$ cat src/rtl/sha256_pkg.sv
// Constants, state encoding and bit-mixing helpers shared by the streaming SHA-256/224 core.
package sha256_pkg;

    typedef logic [0:7][31:0] hash_t;

    typedef enum logic [2:0] {
        ST_IDLE, ST_LOAD, ST_PAD, ST_COMP, ST_UPDATE, ST_DONE
    } state_e;

    localparam logic [0:63][31:0] K = {
        32'h428a2f98, 32'h71374491, 32'hb5c0fbcf, 32'he9b5dba5, 32'h3956c25b, 32'h59f111f1, 32'h923f82a4, 32'hab1c5ed5,
        32'hd807aa98, 32'h12835b01, 32'h243185be, 32'h550c7dc3, 32'h72be5d74, 32'h80deb1fe, 32'h9bdc06a7, 32'hc19bf174,
        32'he49b69c1, 32'hefbe4786, 32'h0fc19dc6, 32'h240ca1cc, 32'h2de92c6f, 32'h4a7484aa, 32'h5cb0a9dc, 32'h76f988da,
        32'h983e5152, 32'ha831c66d, 32'hb00327c8, 32'hbf597fc7, 32'hc6e00bf3, 32'hd5a79147, 32'h06ca6351, 32'h14292967,
        32'h27b70a85, 32'h2e1b2138, 32'h4d2c6dfc, 32'h53380d13, 32'h650a7354, 32'h766a0abb, 32'h81c2c92e, 32'h92722c85,
        32'ha2bfe8a1, 32'ha81a664b, 32'hc24b8b70, 32'hc76c51a3, 32'hd192e819, 32'hd6990624, 32'hf40e3585, 32'h106aa070,
        32'h19a4c116, 32'h1e376c08, 32'h2748774c, 32'h34b0bcb5, 32'h391c0cb3, 32'h4ed8aa4a, 32'h5b9cca4f, 32'h682e6ff3,
        32'h748f82ee, 32'h78a5636f, 32'h84c87814, 32'h8cc70208, 32'h90befffa, 32'ha4506ceb, 32'hbef9a3f7, 32'hc67178f2
    };

    localparam hash_t IV256 = {
        32'h6a09e667, 32'hbb67ae85, 32'h3c6ef372, 32'ha54ff53a, 32'h510e527f, 32'h9b05688c, 32'h1f83d9ab, 32'h5be0cd19
    };

    localparam hash_t IV224 = {
        32'hc1059ed8, 32'h367cd507, 32'h3070dd17, 32'hf70e5939, 32'hffc00b31, 32'h68581511, 32'h64f98fa7, 32'hbefa4fa4
    };

    function automatic logic [31:0] rotr(input logic [31:0] x, input int unsigned n);
        return (x >> n) | (x << (32 - n));
    endfunction

    function automatic logic [31:0] ch(input logic [31:0] e, input logic [31:0] f, input logic [31:0] g);
        return (e & f) ^ (~e & g);
    endfunction

    function automatic logic [31:0] maj(input logic [31:0] a, input logic [31:0] b, input logic [31:0] c);
        return (a & b) ^ (a & c) ^ (b & c);
    endfunction

    function automatic logic [31:0] big_sigma0(input logic [31:0] x);
        return rotr(x, 2) ^ rotr(x, 13) ^ rotr(x, 22);
    endfunction

    function automatic logic [31:0] big_sigma1(input logic [31:0] x);
        return rotr(x, 6) ^ rotr(x, 11) ^ rotr(x, 25);
    endfunction

    function automatic logic [31:0] small_sigma0(input logic [31:0] x);
        return rotr(x, 7) ^ rotr(x, 18) ^ (x >> 3);
    endfunction

    function automatic logic [31:0] small_sigma1(input logic [31:0] x);
        return rotr(x, 17) ^ rotr(x, 19) ^ (x >> 10);
    endfunction

    // Final word: keep the valid MSB-aligned bytes and drop the 0x80 marker right after them.
    function automatic logic [31:0] pad_last(input logic [31:0] d, input logic [2:0] nb);
        case (nb)
            3'd0:    return 32'h8000_0000;
            3'd1:    return {d[31:24], 24'h80_0000};
            3'd2:    return {d[31:16], 16'h8000};
            3'd3:    return {d[31:8], 8'h80};
            default: return d;
        endcase
    endfunction

endpackage

$ cat src/rtl/sha256_stream_if.sv
// Message-in / digest-out bundle of the streaming hash core; master = message source, slave = core.
interface sha256_stream_if;
    import sha256_pkg::*;

    logic        start;
    logic        mode_224;
    logic        in_valid;
    logic        in_ready;
    logic [31:0] in_data;
    logic        in_last;
    logic [2:0]  in_bytes;
    logic        busy;
    logic        digest_valid;
    hash_t       digest;

    modport master (
        output start, mode_224, in_valid, in_data, in_last, in_bytes,
        input  in_ready, busy, digest_valid, digest
    );

    modport slave (
        input  start, mode_224, in_valid, in_data, in_last, in_bytes,
        output in_ready, busy, digest_valid, digest
    );
endinterface

$ cat src/rtl/sha256_round.sv
// One combinational SHA-256 round: a..h plus W_t and K_t in, next a..h out.
module sha256_round
    import sha256_pkg::*;
(
    input  hash_t       work_i,
    input  logic [31:0] w_i,
    input  logic [31:0] k_i,
    output hash_t       work_o
);
    logic [31:0] t1, t2;

    always_comb begin
        t1 = work_i[7] + big_sigma1(work_i[4]) + ch(work_i[4], work_i[5], work_i[6]) + k_i + w_i;
        t2 = big_sigma0(work_i[0]) + maj(work_i[0], work_i[1], work_i[2]);
        work_o = {t1 + t2, work_i[0:2], work_i[3] + t1, work_i[4:6]};
    end
endmodule

$ cat src/rtl/sha256_stream.sv
// Streaming multi-block SHA-256/224: 16 load/pad cycles + 64 rounds + 1 update per block, digest held in DONE.
// Backpressure: in_ready is high only in LOAD; words offered in any other state are left unconsumed.
module sha256_stream
    import sha256_pkg::*;
#(
    parameter int LEN_W     = 64,
    parameter bit SHA224_EN = 1'b0
) (
    input  logic           clk,
    input  logic           reset,
    sha256_stream_if.slave s
);
    state_e            state_q, state_d;
    hash_t             h_q, h_d, v_q, v_d, v_rnd, digest_q, digest_d;
    logic [0:15][31:0] w_q, w_d;
    logic [3:0]        idx_q, idx_d;
    logic [5:0]        rnd_q, rnd_d;
    logic [LEN_W-1:0]  len_q, len_d;
    logic              mode_q, mode_d;
    logic              in_done_q, in_done_d;
    logic              need80_q, need80_d;
    logic              final_q, final_d;
    logic [63:0]       len64;
    logic [31:0]       w_new;

    assign len64 = 64'(len_q);
    assign w_new = small_sigma1(w_q[14]) + w_q[9] + small_sigma0(w_q[1]) + w_q[0];

    sha256_round u_round (
        .work_i (v_q),
        .w_i    (w_q[0]),
        .k_i    (K[rnd_q]),
        .work_o (v_rnd)
    );

    assign s.in_ready     = (state_q == ST_LOAD);
    assign s.busy         = (state_q != ST_IDLE) && (state_q != ST_DONE);
    assign s.digest_valid = (state_q == ST_DONE);
    assign s.digest       = digest_q;

    always_comb begin
        state_d   = state_q;
        h_d       = h_q;
        v_d       = v_q;
        w_d       = w_q;
        idx_d     = idx_q;
        rnd_d     = rnd_q;
        len_d     = len_q;
        mode_d    = mode_q;
        in_done_d = in_done_q;
        need80_d  = need80_q;
        final_d   = final_q;
        digest_d  = digest_q;
        case (state_q)
            ST_IDLE, ST_DONE: begin
                if (s.start) begin
                    mode_d    = SHA224_EN && s.mode_224;
                    h_d       = mode_d ? IV224 : IV256;
                    v_d       = h_d;
                    len_d     = '0;
                    idx_d     = '0;
                    rnd_d     = '0;
                    in_done_d = 1'b0;
                    need80_d  = 1'b0;
                    final_d   = 1'b0;
                    digest_d  = '0;
                    state_d   = ST_LOAD;
                end
            end
            ST_LOAD: begin
                if (s.in_valid) begin
                    len_d = len_q + LEN_W'({s.in_bytes, 3'b000});
                    idx_d = idx_q + 4'd1;
                    if (s.in_last) begin
                        w_d[idx_q] = pad_last(s.in_data, s.in_bytes);
                        in_done_d  = 1'b1;
                        need80_d   = (s.in_bytes >= 3'd4);
                        state_d    = (idx_q == 4'd15) ? ST_COMP : ST_PAD;
                    end else begin
                        w_d[idx_q] = s.in_data;
                        if (idx_q == 4'd15) state_d = ST_COMP;
                    end
                end
            end
            ST_PAD: begin
                idx_d = idx_q + 4'd1;
                // Length only lands at word 14 if the 0x80 marker is already behind us in this block.
                if (need80_q) begin
                    w_d[idx_q] = 32'h8000_0000;
                    need80_d   = 1'b0;
                end else if (idx_q == 4'd14) begin
                    w_d[idx_q] = len64[63:32];
                    final_d    = 1'b1;
                end else if (idx_q == 4'd15 && final_q) begin
                    w_d[idx_q] = len64[31:0];
                end else begin
                    w_d[idx_q] = '0;
                end
                if (idx_q == 4'd15) state_d = ST_COMP;
            end
            ST_COMP: begin
                v_d   = v_rnd;
                w_d   = {w_q[1:15], w_new};
                rnd_d = rnd_q + 6'd1;
                if (rnd_q == 6'd63) state_d = ST_UPDATE;
            end
            ST_UPDATE: begin
                for (int i = 0; i < 8; i++) h_d[i] = h_q[i] + v_q[i];
                v_d = h_d;
                if (final_q) begin
                    digest_d = mode_q ? {h_d[0:6], 32'h0} : h_d;
                    state_d  = ST_DONE;
                end else begin
                    state_d = in_done_q ? ST_PAD : ST_LOAD;
                end
            end
            default: state_d = ST_IDLE;
        endcase
    end

    always_ff @(posedge clk or negedge reset) begin
        if (!reset) begin
            state_q   <= ST_IDLE;
            h_q       <= '0;
            v_q       <= '0;
            w_q       <= '0;
            idx_q     <= '0;
            rnd_q     <= '0;
            len_q     <= '0;
            mode_q    <= 1'b0;
            in_done_q <= 1'b0;
            need80_q  <= 1'b0;
            final_q   <= 1'b0;
            digest_q  <= '0;
        end else begin
            state_q   <= state_d;
            h_q       <= h_d;
            v_q       <= v_d;
            w_q       <= w_d;
            idx_q     <= idx_d;
            rnd_q     <= rnd_d;
            len_q     <= len_d;
            mode_q    <= mode_d;
            in_done_q <= in_done_d;
            need80_q  <= need80_d;
            final_q   <= final_d;
            digest_q  <= digest_d;
        end
    end
endmodule
$ cat src/flat_wrapper.sv
// flat-port wrapper written by rule: the top's interface ports become plain ports
module sha256_stream_flat import sha256_pkg::*;
#(
    parameter int LEN_W     = 64,
    parameter bit SHA224_EN = 1'b0
)
  (clk, reset, s_start, s_mode_224, s_in_valid, s_in_data, s_in_last, s_in_bytes, s_in_ready, s_busy, s_digest_valid, s_digest);
  sha256_stream_if s_i ();
  input  logic clk;
  input  logic reset;
  input wire logic [$bits(s_i.start)-1:0] s_start;
  input wire logic [$bits(s_i.mode_224)-1:0] s_mode_224;
  input wire logic [$bits(s_i.in_valid)-1:0] s_in_valid;
  input wire logic [$bits(s_i.in_data)-1:0] s_in_data;
  input wire logic [$bits(s_i.in_last)-1:0] s_in_last;
  input wire logic [$bits(s_i.in_bytes)-1:0] s_in_bytes;
  output wire logic [$bits(s_i.in_ready)-1:0] s_in_ready;
  output wire logic [$bits(s_i.busy)-1:0] s_busy;
  output wire logic [$bits(s_i.digest_valid)-1:0] s_digest_valid;
  output wire logic [$bits(s_i.digest)-1:0] s_digest;
  assign s_i.start = s_start;
  assign s_i.mode_224 = s_mode_224;
  assign s_i.in_valid = s_in_valid;
  assign s_i.in_data = s_in_data;
  assign s_i.in_last = s_in_last;
  assign s_i.in_bytes = s_in_bytes;
  assign s_in_ready = s_i.in_ready;
  assign s_busy = s_i.busy;
  assign s_digest_valid = s_i.digest_valid;
  assign s_digest = s_i.digest;
  sha256_stream #(.LEN_W(LEN_W), .SHA224_EN(SHA224_EN)) u_core (.clk(clk), .reset(reset), .s(s_i));
endmodule
$ cat config.mk
export PLATFORM = sky130hd
export DESIGN_NAME = sha256_stream_flat
export DESIGN_NICKNAME = d
export VERILOG_FILES = /design/src/rtl/sha256_pkg.sv /design/src/rtl/sha256_stream_if.sv /design/src/rtl/sha256_round.sv /design/src/rtl/sha256_stream.sv /design/src/flat_wrapper.sv
export SDC_FILE = /design/constraint.sdc
export NUM_CORES = 2
export LEC_CHECK = 0
export BUFFER_PORTS_ARGS = -buffer_cell sky130_fd_sc_hd__clkbuf_2
export CAP_MARGIN = 20
export CORE_ASPECT_RATIO = 0.8
export CORE_UTILIZATION = 50
export CTS_CLUSTER_SIZE = 30
export DETAILED_ROUTE_END_ITERATION = 12
export PLACE_DENSITY = 0.67
export SLEW_MARGIN = 30
export SYNTH_ARGS = -nofsm -noshare
export SYNTH_HDL_FRONTEND = slang
export SYNTH_SLANG_ARGS = --single-unit
$ cat constraint.sdc
create_clock -name clk -period 17.8 [get_ports clk]
set_input_delay 1.78 -clock clk [delete_from_list [all_inputs] [get_ports clk]]
set_output_delay 1.78 -clock clk [all_outputs]
set_load 0.02 [all_outputs]
# Word level (Yosys, flattened, before mapping)
# Memory sizes are Yosys's and may differ from the RTL's.
# Index checks and enable logic that the tools add are counted.
dict set report word_totals {
  mem_bits_ro 2048
  mem_count 1
  mem_bits_rw 0
  latchBits 0
  out_inout_bits 259
  register_bits 1360
}
# memory depth width read_ports rd_clocked_by_memory_dff wr line
set memory_table {}
lappend memory_table {{(name not given)} 64 32 1 0 0 sha256_stream.sv:32} ;# .k_i (K[rnd_q]),
dict set report classes {
  n_eq_ne 19
  shifts 0
  n_div 0
  magnitude_cmp 4
  n_mul 0
  n_reduce_logical 25
  mux 51
  n_addsub 21
  n_bitwise 34
}
# cell n
set ops {}
lappend ops {{$mux 512} 5}
lappend ops {{$bwmux 512} 4}
lappend ops {{$pmux 512 s3} 1}
lappend ops {{$pmux 256 s2} 2}
lappend ops {{$mux 256} 3}
lappend ops {{$pmux 256 s3} 1}
lappend ops {{$add 32x32->32} 18}
lappend ops {{$and 512x512->512} 1}
lappend ops {{$not 512->512} 1}
lappend ops {{$and 496x496->496} 1}
lappend ops {{$not 496->496} 1}
lappend ops {{$xor 32x32->32} 9}
lappend ops {{$mux 32} 6}
lappend ops {{$and 32x32->32} 5}
lappend ops {{$demux 32 s4} 1}
lappend ops {{$mux 64} 2}
lappend ops {{$pmux 32 s4} 1}
lappend ops {{$pmux 64 s2} 1}
lappend ops {{$add 64x6->64} 1}
lappend ops {{$not 32->32} 1}
lappend ops {{$or 10x32->32} 1}
lappend ops {{$or 13x32->32} 1}
lappend ops {{$or 14x32->32} 1}
lappend ops {{$or 15x32->32} 1}
lappend ops {{43 further kinds} 85}

# Depth between registers and ports, before layout
dict set report logic_depth {
  depth_word 11
  mapped_depth 40
  mapped_depth_nobuf 38
}

# Hierarchy
# A second synthesis with hierarchy kept.
dict set report unflattened {
  cells_unflattened 10015
  hier_area_um2 88382.3
}
# mod cells_per_inst instances area_per_inst_um2 seq_area_each_um2
set by_module_without_submodules {}
lappend by_module_without_submodules {sha256_stream 8718 1 77555.6 33957.6}
lappend by_module_without_submodules {sha256_round 1297 1 10826.6 0.0}

# Least setup slack after synthesis
# OpenSTA, ideal clock, no wires.
dict set report synth_timing {
  path_type {register to register}
  start {register u_core.rnd_q[1]}
  end {register u_core.v_q[254] (netlist bit)}
  synth_period_minus_slack_ns 8.673
  t_arrival_ns 8.547
  path_slack_ns 9.127
  path_buffers 2
  path_stages_with_launch 35
  t_required_ns 17.674
  path_cell_list {dfrtp_1 -> clkbuf_1 -> clkinv_1 -> ha_1 -> clkbuf_1 -> nor2_1 -> o21ai_0 -> o21ai_0 -> mux4_2 -> fa_1 -> fa_1 -> fa_1 -> inv_1 -> ha_1 -> fa_1 -> a211oi_1 -> o21ai_0 -> a21boi_0 -> a21boi_0 -> or2_2 -> a21o_1 -> a21o_1 -> xor2_1 -> inv_1 -> fa_1 -> inv_1 -> ha_1 -> o21ai_0 -> nand2b_1 -> a21boi_0 -> a31oi_1 -> a311oi_1 -> o21ai_0 -> xor2_1 -> a221o_1}
}
dict set report synth_between {
  elab_chain_cells 8
}
# element line
set synth_lines {}
lappend synth_lines {{start, declared} sha256_stream.sv:17} ;# logic [5:0] rnd_q, rnd_d;
lappend synth_lines {{start signal, assigned} sha256_stream.sv:141} ;# rnd_q <= rnd_d;
lappend synth_lines {{$not 6->7 (implied by the code)} sha256_stream.sv:32}
lappend synth_lines {{$mem_v2 64x32} --}
lappend synth_lines {{$mux 32 (implied by the code) (2 in series)} sha256_stream.sv:32}
lappend synth_lines {{$add 32x32->32 (2 in series)} sha256_round.sv:13} ;# t1 = work_i[7] + big_sigma1(work_i[4]) + ch(work_i[4], work_i[5], work_i[6]) + k_i + w_i;
lappend synth_lines {{$add 32x32->32} sha256_round.sv:15} ;# work_o = {t1 + t2, work_i[0:2], work_i[3] + t1, work_i[4:6]};
lappend synth_lines {{$pmux 256 s3} sha256_stream.sv:54} ;# case (state_q)
lappend synth_lines {{end signal, assigned} sha256_stream.sv:138} ;# v_q <= v_d;
lappend synth_lines {{end, declared} sha256_stream.sv:14} ;# hash_t h_q, h_d, v_q, v_d, v_rnd, digest_q, digest_d;
# Every way passes these cells. The select of a mux whose other input is x is not followed.
# A chain may end at the register's enable or synchronous reset.

# Final worst setup path
dict set report layout_timing {
  start {register u_core.rnd_q[1]}
  end {register u_core.v_q[255] (netlist bit)}
}
# The elaborated chain is that of the path after synthesis.

==> out/qor.yml <==
antenna_found_initial: 10
crit_path_start_kind: "flop"
grt_setup_unrepaired: "no"
finalWorstSetupSlack_ns: 6.33
hold_depth: 2
avgRoutedWirePerCell_um: 28.7
synth_edf_count: 0
r2r_setup_slack_ns: 6.33
wl_met2_um: 141000
max_cap_violations: 0
cp_max_fo: 18
cts_htree_levels: 4
critPathTopFamily: "compound AO/OA/AOI/OAI gates"
routabilityCongestion: 0.982
cts_buffers: 147
worstHoldStart: "u_core.s.digest[34]$_DFFE_PN0P_"
synth.distinct_cells: 100
timing.fmax_mhz: 87.2
synth-async-reset-ratio_pct: 100
final_cells: 11800
status: "finished, final reports clean"
die-area_um2: 172000
start_util_pct: 50.3
crit_path_end_kind: "flop"
tightest_slew_ns: 1.10
synth_nets: 10100
r2r-start: "u_core.rnd_q[1]$_DFFE_PN0P_"
postSynthCellCount: 9468
fp-row-count: 135
min_period_ns: 11.47
r2r_end: "u_core.v_q[255]$_DFFE_PN0P_"
drc_errors: 0
ys_ff_latch: 1357
cts_tree: "built"
fin_setup_tns_ns: 0
yosysSeqAreaShare_pct: 39.9
grt_pass1_vias: 72300
path_clk_slew_ns: 0.06
synthFlopType: "dfrtp_1"
finClkSkew_ns: 0.0541
viasPerCell: 6.53
grt_max_degree: 232
synth_top_cell_by_area: "dfrtp_1"
dpl.hpwl_um: 242000
crit_slowest_cell: "dfrtp_1"
die_x_um: 463
clk_latency_ns: 0.82
hold_buffers: 0
pre_cts_ws_ns: 6.64
globalRouteTotalUtil_pct: 38.5
cts_resized: 0
yosys_warnings: 0
max-slew-margin-rel_pct: 25.6
synth.area.top_cells: "dfrtp_1, o21ai_0, nand2_1"
synth_top_area_share_pct: 39.9
cp_num_buf_inv: 4
core-area_um2: 169000
routed-via-count: 76700
overflow: 0
synth_area_um2: 85100
worstSetupPathType: "flop to flop"
period_share_pct: 64.4
avgSynthCellArea_um2: 8.99
post_cts_buffers: 0
holdPathEnd: "u_core.s.digest[34]$_DFFE_PN0P_"
cts_root_buf: "clkbuf_16"
clockBufferDepth: 3
initialDrtViolationCount: 10300
whs_ns: 0.467
placed_cells: 11500
final_nets: 10000
met1_length_um: 142000
cp.required_ns: 18.52
die_h_um: 371
reg2regPathDepth: 32
final_common_cell: "nand2_1"
cts_sinks: 1357
wl_um: 338000
port_buffers: 298
grt_pass1_wl_um: 493000
syn2layout_area_growth_pct: 9.89
final_hold_viol_count: 0
io_pins: 300
drtPass1Iterations: 7
layout_common_cells: "nand2_1, dfrtp_1, o21ai_0"
ant_nets: 0
hold_class: "flop to flop"
finalSetupViolCount: 0
critPathArrivalTime_ns: 12.19
max_stage_delay_ns: 0.89
worst_path_most_repeated_cell: "fa_1"
maxSlewViolCount: 0
layout-drive-gt1-share_pct: 8.88
top_layer: "met5"
wl_met3_um: 35700
[cell families (layout without fill, tap and decap cells)]
kind of cell               Yosys count  in the layout  share of synthesized area (%)
DFF                               1357           1357                           39.9
and+or+nand+nor                   2567           2567                           12.9
muxes                               78             78                           1.04
xor gates and xnor gates           622            622                           6.44
buffers and inverters             1049           1076                           4.63
AOI/OAI and AO/OA                 3199           3199                           24.6
adders and majority gates          596            596                           10.5
other                                0              5                              0
[worst max path at each step]
stage | slack [ns] | endpoint | start | depth (start not counted)
after floorplan | 9.13 | u_core.v_q[254]$_DFFE_PN0P_ | u_core.rnd_q[1]$_DFFE_PN0P_ | 34
after global placement | 6.52 | u_core.v_q[255]$_DFFE_PN0P_ | u_core.rnd_q[1]$_DFFE_PN0P_ | 32
after detailed placement | 6.64 | u_core.v_q[255]$_DFFE_PN0P_ | u_core.rnd_q[1]$_DFFE_PN0P_ | 32
after CTS | 6.59 | u_core.v_q[255]$_DFFE_PN0P_ | u_core.rnd_q[1]$_DFFE_PN0P_ | 32
after global routing | 5.80 | u_core.v_q[254]$_DFFE_PN0P_ | u_core.rnd_q[1]$_DFFE_PN0P_ | 31
final | 6.33 | u_core.v_q[255]$_DFFE_PN0P_ | u_core.rnd_q[1]$_DFFE_PN0P_ | 32
[synth_stat cells, drive strengths merged, types with 54 or more instances]
library cell,count
a21o,324
a21oi,526
a221o,101
a222oi,70
a22o,83
a22oi,410
a31oi,61
and2,60
and3,62
buf,72
clkbuf,626
dfrtp,1357
fa,196
ha,397
inv,348
mux2i,54
nand2,1373
nand2b,61
nand3,179
nor2,552
nor3,101
o211ai,58
o21a,70
o21ai,1052
xnor2,380
xor2,240
[flip-flops by register name, indices dropped and copies added (netlist names)]
signal and cells:
u_core.final_q 1, u_core.h_q 256, u_core.idx_q 4, u_core.in_done_q 1
u_core.len64 61, u_core.need80_q 1, u_core.rnd_q 6, u_core.s.digest 256
u_core.state_q 3, u_core.v_q 256, u_core.w_q 512
[worst reg2reg max path, delay by kind of cell, from the launching register on]
family          cells  cell delay (ns)
compound gates     16             4.51
xor+xnor            2             0.62
simple gates        2             0.70
buf+inv             4             0.91
fa+ha+maj           8             3.78
flops               1             0.89
[per-stage QoR]
stage	util (%)	area [µm²]
after global routing	55.3	93600
final	55.3	93600
after CTS	55.2	93400
after floorplan	-	85100
after global placement	52.2	88300
after detailed placement	52.2	88400
[layout make-up]
type,instances,area [µm²]
clock inverter,57,838
sequential,1357,34000
fill,15300,75700
timing repair buffer,463,2920
tap,2260,2830
multi-input combinational,7062,47500
inverter,351,1320
clock buffer,205,4170
antenna,5,12.5
[routing by layer]
layer  up-vias  global-route usage [%]
met4         8                    18.7
li1      33500                       -
met3       754                    8.95
met5         -                       0
met1     38300                    54.6
met2      4197                    55.4
Power is left out: the tool's default activity adds up to more than one toggle a clock period on the data nets, which glitch-free logic cannot reach.
